[src/rtl/csr_pkg.sv]
// Shared register map, ID word and pop FSM state type for the APB CSR bank.
package csr_pkg;

    localparam logic [31:0] CTRL_BASE     = 32'h000;
    localparam logic [31:0] STAT_BASE     = 32'h100;
    localparam logic [31:0] PULSE_OFS     = 32'h200;
    localparam logic [31:0] FIFO_DATA_OFS = 32'h204;
    localparam logic [31:0] FIFO_STAT_OFS = 32'h208;
    localparam logic [31:0] IRQ_PEND_OFS  = 32'h20C;
    localparam logic [31:0] IRQ_MASK_OFS  = 32'h210;
    localparam logic [31:0] ID_OFS        = 32'h214;

    localparam logic [31:0] CSR_ID = 32'h5242_0002;

    typedef enum logic [1:0] {IDLE, POP, CAPT} csr_st_t;

endpackage

[src/rtl/apb_fifo_pop.sv]
// FIFO pop sequencer: issues one fifo_rd_en, captures the returned word, then
// presents it for a single completing cycle (two APB wait states in total).
module apb_fifo_pop
    import csr_pkg::*;
(
    input  logic        clk,
    input  logic        reset_n,
    input  logic        start,
    input  logic [31:0] fifo_rd_data,
    output logic        fifo_rd_en,
    output logic        pop_ready,
    output logic [31:0] pop_data,
    output logic        busy
);

    csr_st_t     st_q, st_d;
    logic [31:0] cap_q, cap_d;

    always_ff @(posedge clk or negedge reset_n) begin
        if (!reset_n) begin
            st_q  <= IDLE;
            cap_q <= '0;
        end else begin
            st_q  <= st_d;
            cap_q <= cap_d;
        end
    end

    always_comb begin
        st_d       = st_q;
        cap_d      = cap_q;
        fifo_rd_en = 1'b0;
        pop_ready  = 1'b0;
        pop_data   = '0;
        busy       = (st_q != IDLE);
        unique case (st_q)
            IDLE: begin
                if (start) begin
                    fifo_rd_en = 1'b1;
                    st_d       = POP;
                end
            end
            POP: begin
                // Upstream data is valid the cycle after fifo_rd_en.
                cap_d = fifo_rd_data;
                st_d  = CAPT;
            end
            CAPT: begin
                pop_ready = 1'b1;
                pop_data  = cap_q;
                st_d      = IDLE;
            end
            default: st_d = IDLE;
        endcase
    end

endmodule

[src/rtl/apb_csr_bank.sv]
// APB3 control/status register bank with FIFO push/pop window.
// Optional interrupt pend/mask registers are built when CSR_IRQ_EN is defined.
module apb_csr_bank
    import csr_pkg::*;
#(
    parameter int unsigned         ADDR_W   = 12,
    parameter int unsigned         N_CTRL   = 8,
    parameter int unsigned         N_STAT   = 4,
    parameter int unsigned         N_PULSE  = 8,
    parameter int unsigned         N_IRQ    = 4,
    parameter logic [N_CTRL*32-1:0] CTRL_RST = '0
) (
    input  logic                   clk,
    input  logic                   reset_n,
    input  logic                   psel,
    input  logic                   penable,
    input  logic                   pwrite,
    input  logic [ADDR_W-1:0]      paddr,
    input  logic [31:0]            pwdata,
    input  logic [3:0]             pstrb,
    output logic [31:0]            prdata,
    output logic                   pready,
    output logic                   pslverr,
    output logic [N_CTRL*32-1:0]   ctrl_q,
    output logic [N_CTRL-1:0]      ctrl_wr_stb,
    input  logic [N_STAT*32-1:0]   stat_d,
    output logic [N_PULSE-1:0]     pulse,
    output logic [31:0]            fifo_wr_data,
    output logic                   fifo_wr_en,
    input  logic                   fifo_wr_full,
    input  logic [31:0]            fifo_rd_data,
    output logic                   fifo_rd_en,
    input  logic                   fifo_rd_empty,
    input  logic [N_IRQ-1:0]       irq_src,
    output logic                   irq
);

    logic [31:0] ofs;
    logic [5:0]  idx;
    logic ctrl_hit, stat_hit, pulse_hit, fdata_hit, fstat_hit, pend_hit, mask_hit, id_hit;
    logic mapped, ro_hit, err, acc, pop_start, wr_ok, busy, pop_ready;
    logic [31:0] pop_data, rd_word;

    logic [N_CTRL*32-1:0] ctrl_d;
    logic [N_CTRL-1:0]    ctrl_wr_stb_q, ctrl_wr_stb_d;
    logic [N_PULSE-1:0]   pulse_q, pulse_d;
    logic [31:0]          fifo_wr_data_q, fifo_wr_data_d;
    logic                 fifo_wr_en_q, fifo_wr_en_d;

    assign ofs = 32'({paddr[ADDR_W-1:2], 2'b00});
    assign idx = ofs[7:2];

    // Unsigned wrap makes the subtract-and-compare a single range check.
    assign ctrl_hit  = (ofs - CTRL_BASE) < 32'(4 * N_CTRL);
    assign stat_hit  = (ofs - STAT_BASE) < 32'(4 * N_STAT);
    assign pulse_hit = (ofs == PULSE_OFS);
    assign fdata_hit = (ofs == FIFO_DATA_OFS);
    assign fstat_hit = (ofs == FIFO_STAT_OFS);
    assign id_hit    = (ofs == ID_OFS);

    assign mapped = ctrl_hit | stat_hit | pulse_hit | fdata_hit | fstat_hit | pend_hit |
                    mask_hit | id_hit;
    assign ro_hit = stat_hit | fstat_hit | id_hit;
    assign err    = ~mapped | (pwrite & ro_hit) | (fdata_hit & pwrite & fifo_wr_full) |
                    (fdata_hit & ~pwrite & fifo_rd_empty);

    // Gating with reset_n keeps every APB output low while reset is held.
    assign acc       = reset_n & psel & penable & ~busy;
    assign pop_start = acc & ~pwrite & fdata_hit & ~fifo_rd_empty;
    assign wr_ok     = acc & pwrite & ~err;

    apb_fifo_pop u_pop (
        .clk          (clk),
        .reset_n      (reset_n),
        .start        (pop_start),
        .fifo_rd_data (fifo_rd_data),
        .fifo_rd_en   (fifo_rd_en),
        .pop_ready    (pop_ready),
        .pop_data     (pop_data),
        .busy         (busy)
    );

    assign pready  = (acc & ~pop_start) | pop_ready;
    assign pslverr = acc & err;
    assign prdata  = pop_ready ? pop_data :
                     (acc & ~pwrite & ~err & ~pop_start) ? rd_word : '0;

`ifdef CSR_IRQ_EN
    logic [N_IRQ-1:0] irq_pend_q, irq_pend_d, irq_mask_q, irq_mask_d;
    logic             irq_q, irq_d;

    assign pend_hit = (ofs == IRQ_PEND_OFS);
    assign mask_hit = (ofs == IRQ_MASK_OFS);

    always_comb begin
        irq_pend_d = irq_pend_q;
        irq_mask_d = irq_mask_q;
        if (wr_ok && pend_hit) begin
            irq_pend_d = irq_pend_q & ~pwdata[N_IRQ-1:0];
        end
        // A source still high re-sets its bit even on the clearing cycle.
        irq_pend_d = irq_pend_d | irq_src;
        if (wr_ok && mask_hit) begin
            irq_mask_d = pwdata[N_IRQ-1:0];
        end
        irq_d = |(irq_pend_q & irq_mask_q);
    end

    always_ff @(posedge clk or negedge reset_n) begin
        if (!reset_n) begin
            irq_pend_q <= '0;
            irq_mask_q <= '0;
            irq_q      <= 1'b0;
        end else begin
            irq_pend_q <= irq_pend_d;
            irq_mask_q <= irq_mask_d;
            irq_q      <= irq_d;
        end
    end

    assign irq = irq_q;
`else
    logic unused_irq_src;

    assign pend_hit       = 1'b0;
    assign mask_hit       = 1'b0;
    assign irq            = 1'b0;
    assign unused_irq_src = ^irq_src;
`endif

    logic unused_paddr;
    assign unused_paddr = ^paddr[1:0];

    always_comb begin
        rd_word = '0;
        for (int i = 0; i < int'(N_CTRL); i++) begin
            if (ctrl_hit && idx == 6'(i)) rd_word = ctrl_q[32*i +: 32];
        end
        for (int i = 0; i < int'(N_STAT); i++) begin
            if (stat_hit && idx == 6'(i)) rd_word = stat_d[32*i +: 32];
        end
        if (fstat_hit) rd_word = {30'd0, fifo_rd_empty, fifo_wr_full};
        if (id_hit)    rd_word = CSR_ID;
`ifdef CSR_IRQ_EN
        if (pend_hit)  rd_word = 32'(irq_pend_q);
        if (mask_hit)  rd_word = 32'(irq_mask_q);
`endif
    end

    always_comb begin
        ctrl_d        = ctrl_q;
        ctrl_wr_stb_d = '0;
        for (int i = 0; i < int'(N_CTRL); i++) begin
            if (wr_ok && ctrl_hit && idx == 6'(i)) begin
                ctrl_wr_stb_d[i] = 1'b1;
                for (int b = 0; b < 4; b++) begin
                    if (pstrb[b]) ctrl_d[32*i+8*b +: 8] = pwdata[8*b +: 8];
                end
            end
        end
        pulse_d        = (wr_ok && pulse_hit) ? pwdata[N_PULSE-1:0] : '0;
        fifo_wr_en_d   = wr_ok & fdata_hit;
        fifo_wr_data_d = fifo_wr_en_d ? pwdata : fifo_wr_data_q;
    end

    always_ff @(posedge clk or negedge reset_n) begin
        if (!reset_n) begin
            ctrl_q         <= CTRL_RST;
            ctrl_wr_stb_q  <= '0;
            pulse_q        <= '0;
            fifo_wr_data_q <= '0;
            fifo_wr_en_q   <= 1'b0;
        end else begin
            ctrl_q         <= ctrl_d;
            ctrl_wr_stb_q  <= ctrl_wr_stb_d;
            pulse_q        <= pulse_d;
            fifo_wr_data_q <= fifo_wr_data_d;
            fifo_wr_en_q   <= fifo_wr_en_d;
        end
    end

    assign ctrl_wr_stb  = ctrl_wr_stb_q;
    assign pulse        = pulse_q;
    assign fifo_wr_data = fifo_wr_data_q;
    assign fifo_wr_en   = fifo_wr_en_q;

endmodule

[config.mk]
export PLATFORM = sky130hd
export DESIGN_NAME = apb_csr_bank
export DESIGN_NICKNAME = d
export VERILOG_FILES = /design/src/rtl/csr_pkg.sv /design/src/rtl/apb_fifo_pop.sv /design/src/rtl/apb_csr_bank.sv
export SDC_FILE = /design/constraint.sdc
export NUM_CORES = 1
export LEC_CHECK = 0
export CAP_MARGIN = 10
export CORE_AREA = 5 5 215 217
export CTS_CLUSTER_SIZE = 30
export DETAILED_ROUTE_END_ITERATION = 6
export DIE_AREA = 0 0 220 222
export GPL_ROUTABILITY_DRIVEN = 1
export GPL_TIMING_DRIVEN = 0
export PLACE_DENSITY = 0.72
export SLEW_MARGIN = 20
export SYNTH_ARGS = -nofsm -noshare
export SYNTH_HDL_FRONTEND = slang
export SYNTH_SLANG_ARGS = --single-unit
[constraint.sdc]
create_clock -name clk -period 2.7 [get_ports clk]
set_input_delay 0.405 -clock clk [delete_from_list [all_inputs] [get_ports clk]]
set_output_delay 0.405 -clock clk [all_outputs]
set_load 0.1 [all_outputs]
==> out/results.ini <==
[status]
outcome = finished with violations
violations = negative setup slack

[placed_design]
dp.cells = 2559
port_buffers = 550
dp_slack_ns = -3.45
dp_hpwl_um = 64700
place.gp.congestion = 0.936

[layout]
fillers = 3109
utilization = 0.685
areaGrowthSynthToFinish_pct = 75.6
final_cell_mix = 505 x clkdlybuf4s50_1, 331 x dfrtp_1, 165 x mux2_4, 148 x mux2_2, 78 x buf_4
final_common_cell = clkdlybuf4s50_1
fin_nets = 2346
final_cells = 2756
drive_gt1_frac = 0.424

[synthesis]
yosys.area.top_type = dfrtp_1
syn_area_per_cell_um2 = 12.1
synth_area_leaders = dfrtp_1 50%, mux2_2 19%, mux2i_1 3.2%
yosys_warnings = 0
syn_nets = 1631
async_reset_ff_frac = 1.00
synth_cells = 1412
yosysUniqueCellTypes = 74
ys_ff_latch = 339
synth_edf_count = 0
syn_area_um2 = 17100
yosysTopAreaCellShare = 0.495
yosysSeqAreaShare = 0.495
ys.flop_type = dfrtp_1

[floorplan]
dieWidth_um = 220
die_area_um2 = 48800
die_height_um = 222
io_pins = 560
fp.coreArea_um2 = 43900
placementRows = 77
start_util = 0.390

[timing]
hold_viol = 0
fmax_mhz = 324
slew_violations = 0
worst_pin_slew_ns = 1.11
rsz0062_at_grt = yes
post-route-min-period_ns = 3.09
timing.slew.headroom = 0.256
finalClockSkew_ns = 0.0169
fin_crit_sh = 1.14
finalSetupViolations = 182
setup_slack_ns = -0.385
hold_ws_ns = 0.395

[clocking]
path_clk_slew_ns = 0.06
cts_buffers = 40
htree_levels = 2
clock_path_buffers = 3
insertion_delay_ns = 0.56
cts_tree = built
clock_sinks = 339
clockRootBuffer = clkbuf_16

[setup_path]
critPathMaxFanout = 6
setup.worst_path.start_class = input port
critPathArrivalTime_ns = 2.68
crit_family = simple AND/OR/NAND/NOR gates
critPathMaxStageDelay_ns = 0.56
worstPathRequired_ns = 2.30
crit_chain = buf_8 -> buf_8 -> or4_4 -> buf_12 -> nor2_4 -> o211ai_1 -> nor3_2 -> a2111oi_4 -> o31ai_4 -> buf_12
crit_type = in2out
startpoint = paddr[9]
critPathBufInv = 4
r2r-start = u_pop.st_q[1]$_DFFE_PN0P_
cpMaxStageDelayCell = or4_4
crit_path_end_kind = output pin

[drt]
dr.pass1.iters = 6
avgViaCountPerCell = 6.05
drt_wl_total_um = 94100
drc_errors = 0
wire_per_inst_um = 34.2
ant_nets = 0
drtIter0Drc = 1597
num_vias = 16700

[pwr]
p_per_area_nw_per_um2 = 397
p_leak_nw = 12.7
worst_ir_drop_vdd_uv = 437
total_power_mw = 12.0

[global_route]
gr-total-overflow = 0
grt_max_degree = 98
track_usage = 0.368
antenna_found_initial = 11
grt_pass1_vias = 17300
grt_pass1_wl_um = 129000

[job]
drv_cap = 0

[min_path]
hold_class = in2reg
hold_start = paddr[11]

-- path summary, 6_finish.rpt --
kind                                                to  slack (ns)  cells after the start
setup / recovery                            prdata[30]       -0.39                     10
hold / removal                ctrl_wr_stb[4]$_DFF_PN0_        0.39                      4
setup reg to reg               ctrl_q[174]$_DFFE_PN0P_       -0.09                     10
hold reg to reg            fifo_wr_data[9]$_DFFE_PN0P_        0.49                      1
max in group asynchronous  u_pop.cap_q[26]$_DFFE_PN0N_        1.12                      4
min in group asynchronous   u_pop.cap_q[5]$_DFFE_PN0N_        0.52                      4
-- sequential cells by signal, summed over array words and instances, names as in the netlist --
register	cells
pulse	8
fifo_wr_data	32
fifo_wr_en	1
ctrl_q	256
u_pop.cap_q	32
ctrl_wr_stb	8
u_pop.st_q	2
-- worst register-to-register path: cells and delay by family (launching register included) --
family | cells | cell delay [ns]
and+or+nand+nor | 5 | 1.33
buffers and inverters | 4 | 0.61
muxes | 1 | 0.33
DFF | 1 | 0.40
-- what timing repair did --
| item | CTS | global route |
|---|---|---|
| resized for setup | 752 | 286 |
| buffers inserted | 90 | 21 |
| gates cloned | 15 | 2 |
| endpoints found under the setup margin | 341 | 294 |
| hold endpoints to repair | 76 | 0 |
| hold buffers | 8 | 0 |
| pin swaps | 97 | 63 |
-- power by group --
group / total [mW] / internal, mW / switching [mW]
clock network: 5.61 / 3.37 / 2.24
registers: 5.08 / 5.08 / 0.000419
logic: 1.26 / 0.570 / 0.695
total: 12.0 / 9.02 / 2.93
-- stage by stage --
stage / setup TNS, ns / instance area, µm²
floorplan: -11.55 / 17900
global placement: - / 24200
detailed placement: -565.95 / 24300
CTS: -6.16 / 28900
global route: -23.47 / 30100
finish: -13.79 / 30100
-- cell usage after synthesis, drive strengths merged, types with 7 or more instances --
library cell,instances
and2,10
and3,29
a211oi,8
a22o,7
a21o,9
mux2i,54
dfrtp,339
a2bb2oi,20
clkbuf,43
nor4,10
nor2,91
nand3,18
o22ai,24
o21ai,79
nor3,27
a21oi,55
buf,59
mux2,321
o2111ai,18
nand2,72
a22oi,10
mux4,20
nor2b,8
a32oi,7
-- layer usage --
layer / vias up / part of all wire / GRT usage
met5: - / 0.00065 / 0
met4: 4 / 0.053 / 0.154
met3: 281 / 0.10 / 0.104
met2: 1114 / 0.46 / 0.570
met1: 8546 / 0.39 / 0.485
li1: 6729 / - / -
-- kinds of logic after synthesis --
logic type             synth area share
multiplexers                      0.275
flip-flops                        0.495
AND/OR/NAND/NOR                  0.0900
AO/OA/AOI/OAI                     0.105
buffers and inverters            0.0342
other                          0.000219
-- area by class of cell --
class / instances / area, µm² / area share
Clock buffer: 59 / 1200 / 0.0400
Sequential cell: 339 / 8490 / 0.282
Tap cell: 592 / 741 / 0.0246
Multi-Input combinational cell: 970 / 10600 / 0.353
Inverter: 3 / 20.0 / 0.000665
Buffer: 86 / 1250 / 0.0417
Timing Repair Buffer: 687 / 7580 / 0.252
Antenna cell: 10 / 25.0 / 0.000831
Clock inverter: 10 / 141 / 0.00470
(Power assumes the default switching activity.)
